<file path="src/rtl/control_cmd_serializer_pkg.sv">
`default_nettype none
// +--------------------------------------------------------------------------+
// | Module   : control_cmd_serializer_pkg                                    |
// | Brief    : Command codes, sizing helpers and the opcode -> payload       |
// |            length rule shared by the serializer and the control unit.    |
// | Revision : 1.0 - initial release                                         |
// +--------------------------------------------------------------------------+
package control_cmd_serializer_pkg;

  // Longest command on the wire: opcode + 6 payload bytes.
  localparam int CMD_MAX_BYTES = 7;

  localparam logic [7:0] COMMAND_BEGIN_PROGRAM      = 8'h01;
  localparam logic [7:0] COMMAND_END_PROGRAM        = 8'h02;
  localparam logic [7:0] COMMAND_WRITE_BLOCK_INSTR  = 8'h03;
  localparam logic [7:0] COMMAND_WRITE_BLOCK_REG_0  = 8'h04;
  localparam logic [7:0] COMMAND_WRITE_BLOCK_REG_1  = 8'h05;
  localparam logic [7:0] COMMAND_ALLOC_DELAY        = 8'h06;
  localparam logic [7:0] COMMAND_SET_INPUT_GAIN     = 8'h07;
  localparam logic [7:0] COMMAND_SET_OUTPUT_GAIN    = 8'h08;
  localparam logic [7:0] COMMAND_UPDATE_BLOCK_REG_0 = 8'h09;
  localparam logic [7:0] COMMAND_UPDATE_BLOCK_REG_1 = 8'h0A;
  localparam logic [7:0] COMMAND_COMMIT_REG_UPDATES = 8'h0B;

  // Payload length (bytes after the opcode) and whether the opcode exists.
  typedef struct packed {
    logic       legal;
    logic [2:0] len;
  } cmd_len_t;

  function automatic int block_bytes_f(input int n_blocks);
    return (n_blocks > 256) ? 2 : 1;
  endfunction

  function automatic int data_bytes_f(input int data_width);
    return (data_width == 24) ? 3 : 2;
  endfunction

  function automatic cmd_len_t cmd_payload_len(input logic [7:0] opcode,
                                               input int block_bytes,
                                               input int data_bytes);
    cmd_len_t r;
    r.legal = 1'b1;
    r.len   = 3'd0;
    case (opcode)
      COMMAND_WRITE_BLOCK_INSTR:  r.len = 3'(block_bytes + 4);
      COMMAND_WRITE_BLOCK_REG_0,
      COMMAND_WRITE_BLOCK_REG_1,
      COMMAND_UPDATE_BLOCK_REG_0,
      COMMAND_UPDATE_BLOCK_REG_1: r.len = 3'(block_bytes + data_bytes);
      COMMAND_ALLOC_DELAY:        r.len = 3'd6;
      COMMAND_SET_INPUT_GAIN,
      COMMAND_SET_OUTPUT_GAIN:    r.len = 3'(data_bytes);
      COMMAND_BEGIN_PROGRAM,
      COMMAND_END_PROGRAM,
      COMMAND_COMMIT_REG_UPDATES: r.len = 3'd0;
      default:                    r.legal = 1'b0;
    endcase
    return r;
  endfunction

endpackage
`default_nettype wire

</file>
<file path="src/rtl/control_cmd_serializer_if.sv">
`default_nettype none
// +--------------------------------------------------------------------------+
// | Module   : control_cmd_serializer_if                                     |
// | Brief    : Command handshake plus byte/next link of the serializer.      |
// | Revision : 1.0 - initial release                                         |
// +--------------------------------------------------------------------------+
interface control_cmd_serializer_if
  import control_cmd_serializer_pkg::*;
#(
  parameter int N_BLOCKS = 256
) ();
  localparam int BLOCK_BYTES = block_bytes_f(N_BLOCKS);

  logic                     cmd_valid;
  logic                     cmd_ready;
  logic [7:0]               cmd_opcode;
  logic [8*BLOCK_BYTES-1:0] cmd_block;
  logic [31:0]              cmd_word0;
  logic [23:0]              cmd_word1;
  logic [7:0]               out_byte;
  logic                     out_valid;
  logic                     next;
  logic                     busy;
  logic                     cmd_error;
  logic                     ack_timeout;

  // Command source / control-unit side.
  modport master (
    output cmd_valid, cmd_opcode, cmd_block, cmd_word0, cmd_word1, next,
    input  cmd_ready, out_byte, out_valid, busy, cmd_error, ack_timeout
  );

  // Serializer side.
  modport slave (
    input  cmd_valid, cmd_opcode, cmd_block, cmd_word0, cmd_word1, next,
    output cmd_ready, out_byte, out_valid, busy, cmd_error, ack_timeout
  );
endinterface
`default_nettype wire

</file>
<file path="src/rtl/control_cmd_serializer_cmd_length_lut.sv">
`default_nettype none
// +--------------------------------------------------------------------------+
// | Module   : control_cmd_serializer_cmd_length_lut                         |
// | Brief    : Combinational opcode -> {legal, payload length} lookup.       |
// | Revision : 1.0 - initial release                                         |
// +--------------------------------------------------------------------------+
module control_cmd_serializer_cmd_length_lut
  import control_cmd_serializer_pkg::*;
#(
  parameter int BLOCK_BYTES = 1,
  parameter int DATA_BYTES  = 2
) (
  input  wire logic [7:0] i_opcode,
  output cmd_len_t        o_len
);
  // Same rule the control unit uses, so both ends agree on framing.
  assign o_len = cmd_payload_len(i_opcode, BLOCK_BYTES, DATA_BYTES);
endmodule
`default_nettype wire

</file>
<file path="src/rtl/control_cmd_serializer.sv">
`default_nettype none
// +--------------------------------------------------------------------------+
// | Module   : control_cmd_serializer                                        |
// | Brief    : Turns one decoded command into opcode + payload bytes, one    |
// |            byte per control-unit `next`, with an acknowledge timeout.    |
// | Revision : 1.0 - initial release                                         |
// +--------------------------------------------------------------------------+
module control_cmd_serializer
  import control_cmd_serializer_pkg::*;
#(
  parameter int N_BLOCKS           = 256,
  parameter int DATA_WIDTH         = 16,
  parameter int ACK_TIMEOUT_CYCLES = 65536
) (
  input wire logic               clk,
  input wire logic               reset,
  control_cmd_serializer_if.slave bus
);
  localparam int BLOCK_BYTES = block_bytes_f(N_BLOCKS);
  localparam int DATA_BYTES  = data_bytes_f(DATA_WIDTH);
  localparam int SR_W        = 8 * CMD_MAX_BYTES;
  localparam int TW          = $clog2(ACK_TIMEOUT_CYCLES);
  // Raw widths of each command class before left alignment.
  localparam int W_INSTR     = 8 + 8 * BLOCK_BYTES + 32;
  localparam int W_REG       = 8 + 8 * BLOCK_BYTES + 8 * DATA_BYTES;
  localparam int W_GAIN      = 8 + 8 * DATA_BYTES;

  localparam logic [0:0]    c_idle     = 1'b0;
  localparam logic [0:0]    c_send     = 1'b1;
  // The counter sits at this value on the last cycle before it would reach
  // ACK_TIMEOUT_CYCLES-1, so the abort registers as the counter gets there.
  localparam logic [TW-1:0] c_tmo_last = TW'(ACK_TIMEOUT_CYCLES - 2);

  logic [0:0]      state_q, state_d;
  logic [SR_W-1:0] sr_q, sr_d;
  logic [2:0]      cnt_q, cnt_d;
  logic [TW-1:0]   tmo_q, tmo_d;
  logic [7:0]      out_byte_q, out_byte_d;
  logic            out_valid_q, out_valid_d;
  logic            ready_q, ready_d;
  logic            busy_q, busy_d;
  logic            err_q, err_d;
  logic            tmo_pulse_q, tmo_pulse_d;

  cmd_len_t        w_len;
  logic            w_accept;
  logic [SR_W-1:0] w_load;

  control_cmd_serializer_cmd_length_lut #(
    .BLOCK_BYTES (BLOCK_BYTES),
    .DATA_BYTES  (DATA_BYTES)
  ) u_len_lut (
    .i_opcode (bus.cmd_opcode),
    .o_len    (w_len)
  );

  assign w_accept = (state_q == c_idle) && ready_q && bus.cmd_valid;

  // Left-align the command so the opcode sits in the top byte of the shifter.
  always_comb begin
    case (bus.cmd_opcode)
      COMMAND_WRITE_BLOCK_INSTR:
        w_load = SR_W'({bus.cmd_opcode, bus.cmd_block, bus.cmd_word0}) << (SR_W - W_INSTR);
      COMMAND_WRITE_BLOCK_REG_0, COMMAND_WRITE_BLOCK_REG_1,
      COMMAND_UPDATE_BLOCK_REG_0, COMMAND_UPDATE_BLOCK_REG_1:
        w_load = SR_W'({bus.cmd_opcode, bus.cmd_block, bus.cmd_word0[8*DATA_BYTES-1:0]})
                 << (SR_W - W_REG);
      COMMAND_ALLOC_DELAY:
        w_load = {bus.cmd_opcode, bus.cmd_word0[23:0], bus.cmd_word1};
      COMMAND_SET_INPUT_GAIN, COMMAND_SET_OUTPUT_GAIN:
        w_load = SR_W'({bus.cmd_opcode, bus.cmd_word0[8*DATA_BYTES-1:0]}) << (SR_W - W_GAIN);
      default:
        w_load = {bus.cmd_opcode, {(SR_W - 8){1'b0}}};
    endcase
  end

  // Accept/send/timeout sequencing; the outputs are registered from state.
  always_comb begin
    state_d     = state_q;
    sr_d        = sr_q;
    cnt_d       = cnt_q;
    tmo_d       = tmo_q;
    out_byte_d  = out_byte_q;
    out_valid_d = 1'b0;
    err_d       = 1'b0;
    tmo_pulse_d = 1'b0;
    if (state_q == c_idle) begin
      if (w_accept) begin
        tmo_d = '0;
        if (w_len.legal) begin
          state_d = c_send;
          sr_d    = w_load;
          cnt_d   = 3'd1 + w_len.len;
        end else begin
          err_d = 1'b1;
        end
      end
    end else begin
      out_valid_d = 1'b1;
      out_byte_d  = sr_q[SR_W-1 -: 8];
      if (bus.next) begin
        // Byte consumed; the new top byte shows one cycle later, which the
        // control unit's post-next wait cycle tolerates.
        sr_d  = sr_q << 8;
        cnt_d = cnt_q - 3'd1;
        tmo_d = '0;
        if (cnt_q == 3'd1) begin
          state_d     = c_idle;
          out_valid_d = 1'b0;
        end
      end else if (tmo_q == c_tmo_last) begin
        // Abandon the command; the control unit recovers on its own timeout.
        state_d     = c_idle;
        out_valid_d = 1'b0;
        sr_d        = '0;
        cnt_d       = 3'd0;
        tmo_d       = '0;
        tmo_pulse_d = 1'b1;
      end else begin
        tmo_d = tmo_q + TW'(1);
      end
    end
    // A rejected opcode holds off the next accept for one cycle.
    ready_d = (state_d == c_idle) && !err_d;
    busy_d  = (state_d == c_send);
  end

  // State and output registers, cleared asynchronously.
  always_ff @(posedge clk or posedge reset) begin
    if (reset) begin
      state_q     <= c_idle;
      sr_q        <= '0;
      cnt_q       <= 3'd0;
      tmo_q       <= '0;
      out_byte_q  <= 8'd0;
      out_valid_q <= 1'b0;
      ready_q     <= 1'b0;
      busy_q      <= 1'b0;
      err_q       <= 1'b0;
      tmo_pulse_q <= 1'b0;
    end else begin
      state_q     <= state_d;
      sr_q        <= sr_d;
      cnt_q       <= cnt_d;
      tmo_q       <= tmo_d;
      out_byte_q  <= out_byte_d;
      out_valid_q <= out_valid_d;
      ready_q     <= ready_d;
      busy_q      <= busy_d;
      err_q       <= err_d;
      tmo_pulse_q <= tmo_pulse_d;
    end
  end

  assign bus.cmd_ready   = ready_q;
  assign bus.out_byte    = out_byte_q;
  assign bus.out_valid   = out_valid_q;
  assign bus.busy        = busy_q;
  assign bus.cmd_error   = err_q;
  assign bus.ack_timeout = tmo_pulse_q;

endmodule
`default_nettype wire

</file>
<file path="src/flat_wrapper.sv">
// flat-port wrapper written by rule: the top's interface ports become plain ports
module control_cmd_serializer_flat import control_cmd_serializer_pkg::*;
#(
  parameter int N_BLOCKS           = 256,
  parameter int DATA_WIDTH         = 16,
  parameter int ACK_TIMEOUT_CYCLES = 65536
)
  (clk, reset, bus_cmd_valid, bus_cmd_opcode, bus_cmd_block, bus_cmd_word0, bus_cmd_word1, bus_next, bus_cmd_ready, bus_out_byte, bus_out_valid, bus_busy, bus_cmd_error, bus_ack_timeout);
  control_cmd_serializer_if #(.N_BLOCKS(N_BLOCKS)) bus_i ();
  input wire logic clk;
  input wire logic reset;
  input wire logic [$bits(bus_i.cmd_valid)-1:0] bus_cmd_valid;
  input wire logic [$bits(bus_i.cmd_opcode)-1:0] bus_cmd_opcode;
  input wire logic [$bits(bus_i.cmd_block)-1:0] bus_cmd_block;
  input wire logic [$bits(bus_i.cmd_word0)-1:0] bus_cmd_word0;
  input wire logic [$bits(bus_i.cmd_word1)-1:0] bus_cmd_word1;
  input wire logic [$bits(bus_i.next)-1:0] bus_next;
  output wire logic [$bits(bus_i.cmd_ready)-1:0] bus_cmd_ready;
  output wire logic [$bits(bus_i.out_byte)-1:0] bus_out_byte;
  output wire logic [$bits(bus_i.out_valid)-1:0] bus_out_valid;
  output wire logic [$bits(bus_i.busy)-1:0] bus_busy;
  output wire logic [$bits(bus_i.cmd_error)-1:0] bus_cmd_error;
  output wire logic [$bits(bus_i.ack_timeout)-1:0] bus_ack_timeout;
  assign bus_i.cmd_valid = bus_cmd_valid;
  assign bus_i.cmd_opcode = bus_cmd_opcode;
  assign bus_i.cmd_block = bus_cmd_block;
  assign bus_i.cmd_word0 = bus_cmd_word0;
  assign bus_i.cmd_word1 = bus_cmd_word1;
  assign bus_i.next = bus_next;
  assign bus_cmd_ready = bus_i.cmd_ready;
  assign bus_out_byte = bus_i.out_byte;
  assign bus_out_valid = bus_i.out_valid;
  assign bus_busy = bus_i.busy;
  assign bus_cmd_error = bus_i.cmd_error;
  assign bus_ack_timeout = bus_i.ack_timeout;
  control_cmd_serializer #(.N_BLOCKS(N_BLOCKS), .DATA_WIDTH(DATA_WIDTH), .ACK_TIMEOUT_CYCLES(ACK_TIMEOUT_CYCLES)) u_core (.clk(clk), .reset(reset), .bus(bus_i));
endmodule
</file>
<file path="config.mk">
export PLATFORM = sky130hd
export DESIGN_NAME = control_cmd_serializer_flat
export DESIGN_NICKNAME = d
export VERILOG_FILES = /design/src/rtl/control_cmd_serializer_pkg.sv /design/src/rtl/control_cmd_serializer_if.sv /design/src/rtl/control_cmd_serializer_cmd_length_lut.sv /design/src/rtl/control_cmd_serializer.sv /design/src/flat_wrapper.sv
export SDC_FILE = /design/constraint.sdc
export NUM_CORES = 1
export LEC_CHECK = 0
export CORE_ASPECT_RATIO = 1.2
export CORE_MARGIN = 5
export CORE_UTILIZATION = 48
export DETAILED_ROUTE_END_ITERATION = 8
export MAX_ROUTING_LAYER = met4
export PLACE_DENSITY = 0.86
export RECOVER_POWER = 50
export REMOVE_ABC_BUFFERS = 1
export SETUP_SLACK_MARGIN = 0.15
export SYNTH_ARGS = -nofsm -noshare
export SYNTH_HDL_FRONTEND = slang
export SYNTH_HIERARCHICAL = 1
export SYNTH_SLANG_ARGS = --single-unit
</file>
<file path="constraint.sdc">
create_clock -name clk -period 2.5 [get_ports clk]
set_input_delay 0.375 -clock clk [delete_from_list [all_inputs] [get_ports clk]]
set_output_delay 0.375 -clock clk [all_outputs]
set_load 0.02 [all_outputs]
</file>
# --- After elaboration in Yosys (flattened, before gate mapping) ---
# Cells that the tools add are included.
# Widths: inputs -> output; s select.
op_classes:
  add_sub_neg: 3
  n_eq_ne: 14
  n_mux: 30
  bitwise_logic: 2
  n_reduce_logical: 10
op_table:
  columns: ["op", "n"]
  rows:
  - ["$mux 56", 5]
  - ["$pmux 48 s4", 1]
  - ["$mux 16", 4]
  - ["$eq 8x3->1 const B", 4]
  - ["$eq 8x4->1 const B", 4]
  - ["$add 16x1->16 const B", 1]
  - ["$eq 16x16->1 const B", 1]
  - ["$eq 8x2->1 const B", 2]
  - ["$mux 3", 5]
  - ["$mux 1", 14]
  - ["$pmux 3 s4", 1]
  - ["$reduce_or 11->1", 1]
  - ["$eq 8x1->1 const B", 1]
  - ["$reduce_bool 2->1", 2]
  - ["$reduce_or 4->1", 1]
  - ["$add 1x3->3 const A", 1]
  - ["$eq 3x1->1 const B", 1]
  - ["$logic_and 1x1->1", 3]
  - ["$ne 3x3->1 const B", 1]
  - ["$reduce_and 3->1", 1]
  - ["$sub 3x1->3 const B", 1]
  - ["$not 1->1", 2]
  - ["$reduce_or 2->1", 1]
  - ["$logic_not 1->1", 1]
word_totals:
  register_bits: 88
  input_bits: 76
  out_inout_bits: 13
  wordCells: 68

# --- Longest topological paths before layout ---
logic_depth:
  depth_word: 8
  mapped_depth: 10
  depth_no_buf: 7

# --- Hierarchy ---
# The synthesis kept the hierarchy.
by_module_without_submodules:
  columns: ["module", "instances", "cells_per_inst", "area_each_um2"]
  rows:
  - ["control_cmd_serializer", 1, 468, 4720.8]
  - ["control_cmd_serializer_cmd_length_lut", 1, 15, 111.4]

# --- Worst setup path before layout ---
# OpenSTA, ideal clock, no wires.
synth_path:
  path_type: "in2reg"
  startpoint: "in bus_cmd_opcode[5]"
  endpoint: "reg u_core.sr_q[32]"
  setup_ps: 122
  arrival_ps: 2096
  setup_slack_ps: 282
  stages: 8
  cell_sequence: "or4_4 a211oi_1 and2_1 o31a_1 buf_2 buf_4 buf_6 a21oi_2"
synth_rtl:
  columns: ["element", "line_no", "rtl"]
  rows:
  - ["from (decl)", "flat_wrapper.sv:13", "input wire logic [$bits(bus_i.cmd_opcode)-1:0] bus_cmd_opcode;"]
  - ["to (signal assigned)", "control_cmd_serializer.sv:143", "sr_q <= sr_d;"]
  - ["to (decl)", "control_cmd_serializer.sv:35", "logic [SR_W-1:0] sr_q, sr_d;"]

# --- Worst setup path in the final report ---
layout_path:
  startpoint: "in bus_cmd_opcode[0]"
  endpoint: "reg u_core.sr_q[46]"
layout_via:
  elab_chain_cells: 6
  elab_cells_between_ends: 21
layout_rtl:
  columns: ["element", "line_no", "rtl"]
  rows:
  - ["$eq 8x3->1 or $eq 8x4->1 (tied branches)", "control_cmd_serializer_pkg.sv:45, control_cmd_serializer.sv:61", null]
  - ["$reduce_or 4->1 or $reduce_or 2->1 (tied branches)", "control_cmd_serializer.sv:61", "case (bus.cmd_opcode)"]
  - ["$pmux 48 s4", "control_cmd_serializer.sv:61", null]
  - ["$mux 56", "control_cmd_serializer.sv:90", "if (w_len.legal) begin"]
  - ["$mux 56", "control_cmd_serializer.sv:88", "if (w_accept) begin"]
  - ["$mux 56", "control_cmd_serializer.sv:87", "if (state_q == c_idle) begin"]
# Parallel ways exist; a longest one is shown, timed or not. The select of a mux whose other input is x is not followed.
# A chain may end at the register's enable or synchronous reset.

==> results <==
timing repair:
item	in CTS	in global routing
cloned	1	0
endpoints found under the setup margin	41	36
pin swaps	0	1
resized for setup	4	4
buffers inserted	0	1
worst paths after layout:
kind	to	slack [ns]	depth (start not counted)
max in group asynchronous	u_core/tmo_q[3]$_DFFE_PP0P_	0.83	3
worst min register to register	u_core/tmo_q[15]$_DFFE_PP0P_	0.49	1
worst min-delay path	u_core/tmo_q[15]$_DFFE_PP0P_	0.49	1
min in group asynchronous	u_core/bus.out_byte[7]$_DFFE_PP0P_	0.92	3
worst max register to register	u_core/sr_q[49]$_DFFE_PP0P_	0.33	9
worst max-delay path	u_core/sr_q[46]$_DFFE_PP0P_	0.18	7
worst reg2reg max path: stages (launching register included):
cell	delay, ns
dfrtp_1	0.43
inv_1	0.09
ha_1	0.15
nand4_1	0.15
nor4_4	0.41
buf_4	0.23
o31a_4	0.18
bufbuf_16	0.31
nor2_1	0.05
nor2_1	0.10
cell families (layout without fill, tap and decap cells):
logic type / count (synthesis) / after routing / synth area share [%]
AO/OA/AOI/OAI: 192 / 192 / 31.0
adder cells (fa/ha/maj): 5 / 5 / 1.29
buffers and inverters: 54 / 164 / 5.72
multiplexers: 8 / 8 / 1.86
flip-flops: 88 / 88 / 45.6
AND/OR/NAND/NOR: 129 / 129 / 13.3
XOR/XNOR: 7 / 7 / 1.27
registers in the layout, summed over array words and instances (netlist names):
register and flops:
u_core/sr_q 56, u_core/tmo_q 16, u_core/bus.out_byte 8, u_core/cnt_q 3
u_core/bus.ack_timeout 1, u_core/bus.busy 1, u_core/bus.cmd_error 1, u_core/bus.cmd_ready 1
u_core/bus.out_valid 1
where the power goes:
group / switching (uW) / internal [uW]
sequential: 191 / 1730
clock: 543 / 774
combinational: 486 / 548
total: 1220 / 3060
area by class of cell:
class / count / area share (%)
tap: 126 / 2.42
sequential: 88 / 33.8
clock inverter: 5 / 0.884
clock buffer: 11 / 3.58
inverter: 9 / 0.538
timing repair buffer: 139 / 21.4
multi-input combinational: 341 / 37.4
stage by stage:
step           hold slack, ns  instance area, um2  worst slack (ns)  total power (uW)
3_5_place_dp            0.482                6150            -0.365              2960
6_report                0.494                6510             0.184              4280
2_1_floorplan           0.445                4590             -1.24              2450
3_3_place_gp            0.468                6150            -0.200              2900
5_1_grt                 0.512                6510             0.128              4470
4_1_cts                 0.485                6490             0.128              4300
routing by layer:
metal / track usage, % / up-vias / routed length [um]
met1: 27.2 / 2181 / 4990
met5: - / - / 0
li1: - / 2037 / -
met3: 4.36 / 33 / 916
met4: 10.6 / 0 / 330
met2: 38.6 / 208 / 7040
cells in the mapped netlist (8+ instances only):
cell type,number
a21oi_1,9
a21oi_2,14
a221oi_1,9
a222oi_1,16
a22o_1,9
a22oi_1,24
a2bb2oi_1,32
buf_2,17
clkbuf_1,19
dfrtp_1,88
inv_1,9
mux2_2,8
nand2_1,43
nor2_1,40
o211ai_2,8
o21a_1,9
o21ai_0,13
o21ai_1,22
==> flow_metrics.env <==
export IMPL_finalSetupTns_ns=0
export IMPL_cpPeakStageDelay_ns=0.57
export IMPL_timing_fmax_mhz=432
export IMPL_worst_pin_slew_ns=1.19
export IMPL_timing_final_crit_period_ns=2.32
export IMPL_hold_viol=0
export IMPL_fin_nets=669
export IMPL_ioPinCount=89
export IMPL_clock_latency_ns=0.35
export IMPL_grt_max_degree=89
export IMPL_routed_wl_mm=13.3
export IMPL_synth_cell_types=56
export IMPL_grt_util_all_layers_pct=23.3
export IMPL_critPathBufInv=2
export IMPL_status="finished, final reports clean"
export IMPL_cts_buffer_depth=2
export IMPL_dpl_hpwl_mm=9.11
export IMPL_cpLargestDelayFamily="compound AO/OA/AOI/OAI gates"
export IMPL_min_period_over_period_pct=92.6
export IMPL_htreeDepth=3
export IMPL_antenna_found_initial=0
export IMPL_p_per_area_nw_per_um2=657
export IMPL_cts_buffers=9
export IMPL_grt_overflow=0
export IMPL_crit_start="bus_cmd_opcode[0]"
export IMPL_area_delta_synth_final_pct=34.7
export IMPL_postCtsHoldBufs=0
export IMPL_ys_flop_type="dfrtp_1"
export IMPL_hold_path_startpoint="u_core/tmo_q[15]$_DFFE_PP0P_"
export IMPL_postRouteAntennaNets=0
export IMPL_layout_common_cells="dfrtp_1 (88), clkdlybuf4s50_1 (87), nand2_1 (42)"
export IMPL_fin_worst_skew_ns=0.00845
export IMPL_worstSetupPathType="in -> reg"
export IMPL_endpoint_kind="flip-flop"
export IMPL_clk_pin_slew_worst_paths_ns=0.06
export IMPL_diodes=0
export IMPL_ys_seq_area_share_pct=45.6
export IMPL_post_drt_wl_per_cell_um=18.5
export IMPL_core_area_um2=9910
export IMPL_drt_iter0_markers=399
export IMPL_cts_root_buf="clkbuf_16"
export IMPL_n_fill_cell=735
export IMPL_grt_pass1_vias=4675
export IMPL_dieArea_um2=12200
export IMPL_crit_required_ns=2.73
export IMPL_die_h_um=120
export IMPL_rsz0062_at_grt="no"
export IMPL_r2r_start="u_core/tmo_q[0]$_DFFE_PP0P_"
export IMPL_synth_top_area_share_pct=45.6
export IMPL_final_setup_viol_count=0
export IMPL_register_area_um2=2200
export IMPL_cts_tree="yes"
export IMPL_multi_input_area_um2=2430
export IMPL_synth_warnings=6
export IMPL_clkSinkCount=88
export IMPL_viasPerCell=6.20
export IMPL_path_max_fanout=13
export IMPL_final_common_cell="dfrtp_1"
export IMPL_grt_pass1_wl_mm=22.0
export IMPL_hp_class="reg -> reg"
export IMPL_route_detailed_drc=0
export IMPL_yosys_register_bits=88
export IMPL_fin_cells=719
export IMPL_fp_dieW_um=102
export IMPL_slew_viol_final=0
export IMPL_placed_cells=701
export IMPL_crit_arrival_ns=2.55
export IMPL_synth_edf_count=0
export IMPL_syn_area_um2=4830
export IMPL_cp_slowest_cell="a222oi_1"
export IMPL_path_cells="clkdlybuf4s50_1, buf_4, xor2_1, a211o_1, a222oi_1, o211ai_2, o21a_1"
export IMPL_max_cap_violations=0
export IMPL_syn_avg_cell_area_um2=10.0
export IMPL_detail_route_first_pass_iterations=8
export IMPL_fp_row_count=40
export IMPL_initial_utilization_pct=48.8
export IMPL_relSlewSlack_pct=20.8
export IMPL_synth_cells=483
export IMPL_crit_path_start_kind="input port"
export IMPL_num_vias=4459
export IMPL_yosys_top_cells_area="dfrtp_1 (46%), a2bb2oi_1 (5.8%), a22oi_1 (3.7%)"
export IMPL_peakVddDrop_mv=0.387
export IMPL_total_leakage_power_uw=0.00259
export IMPL_gp_congestion=0.839
export IMPL_yosysTopAreaCell="dfrtp_1"
export IMPL_utilization_pct=65.7
export IMPL_synthArstFlopShare_pct=100
export IMPL_io_buffers=88
export IMPL_final_layout_size_suffix_gt1_share_pct=18.5
Note: power is estimated with default switching activity, not from simulation.
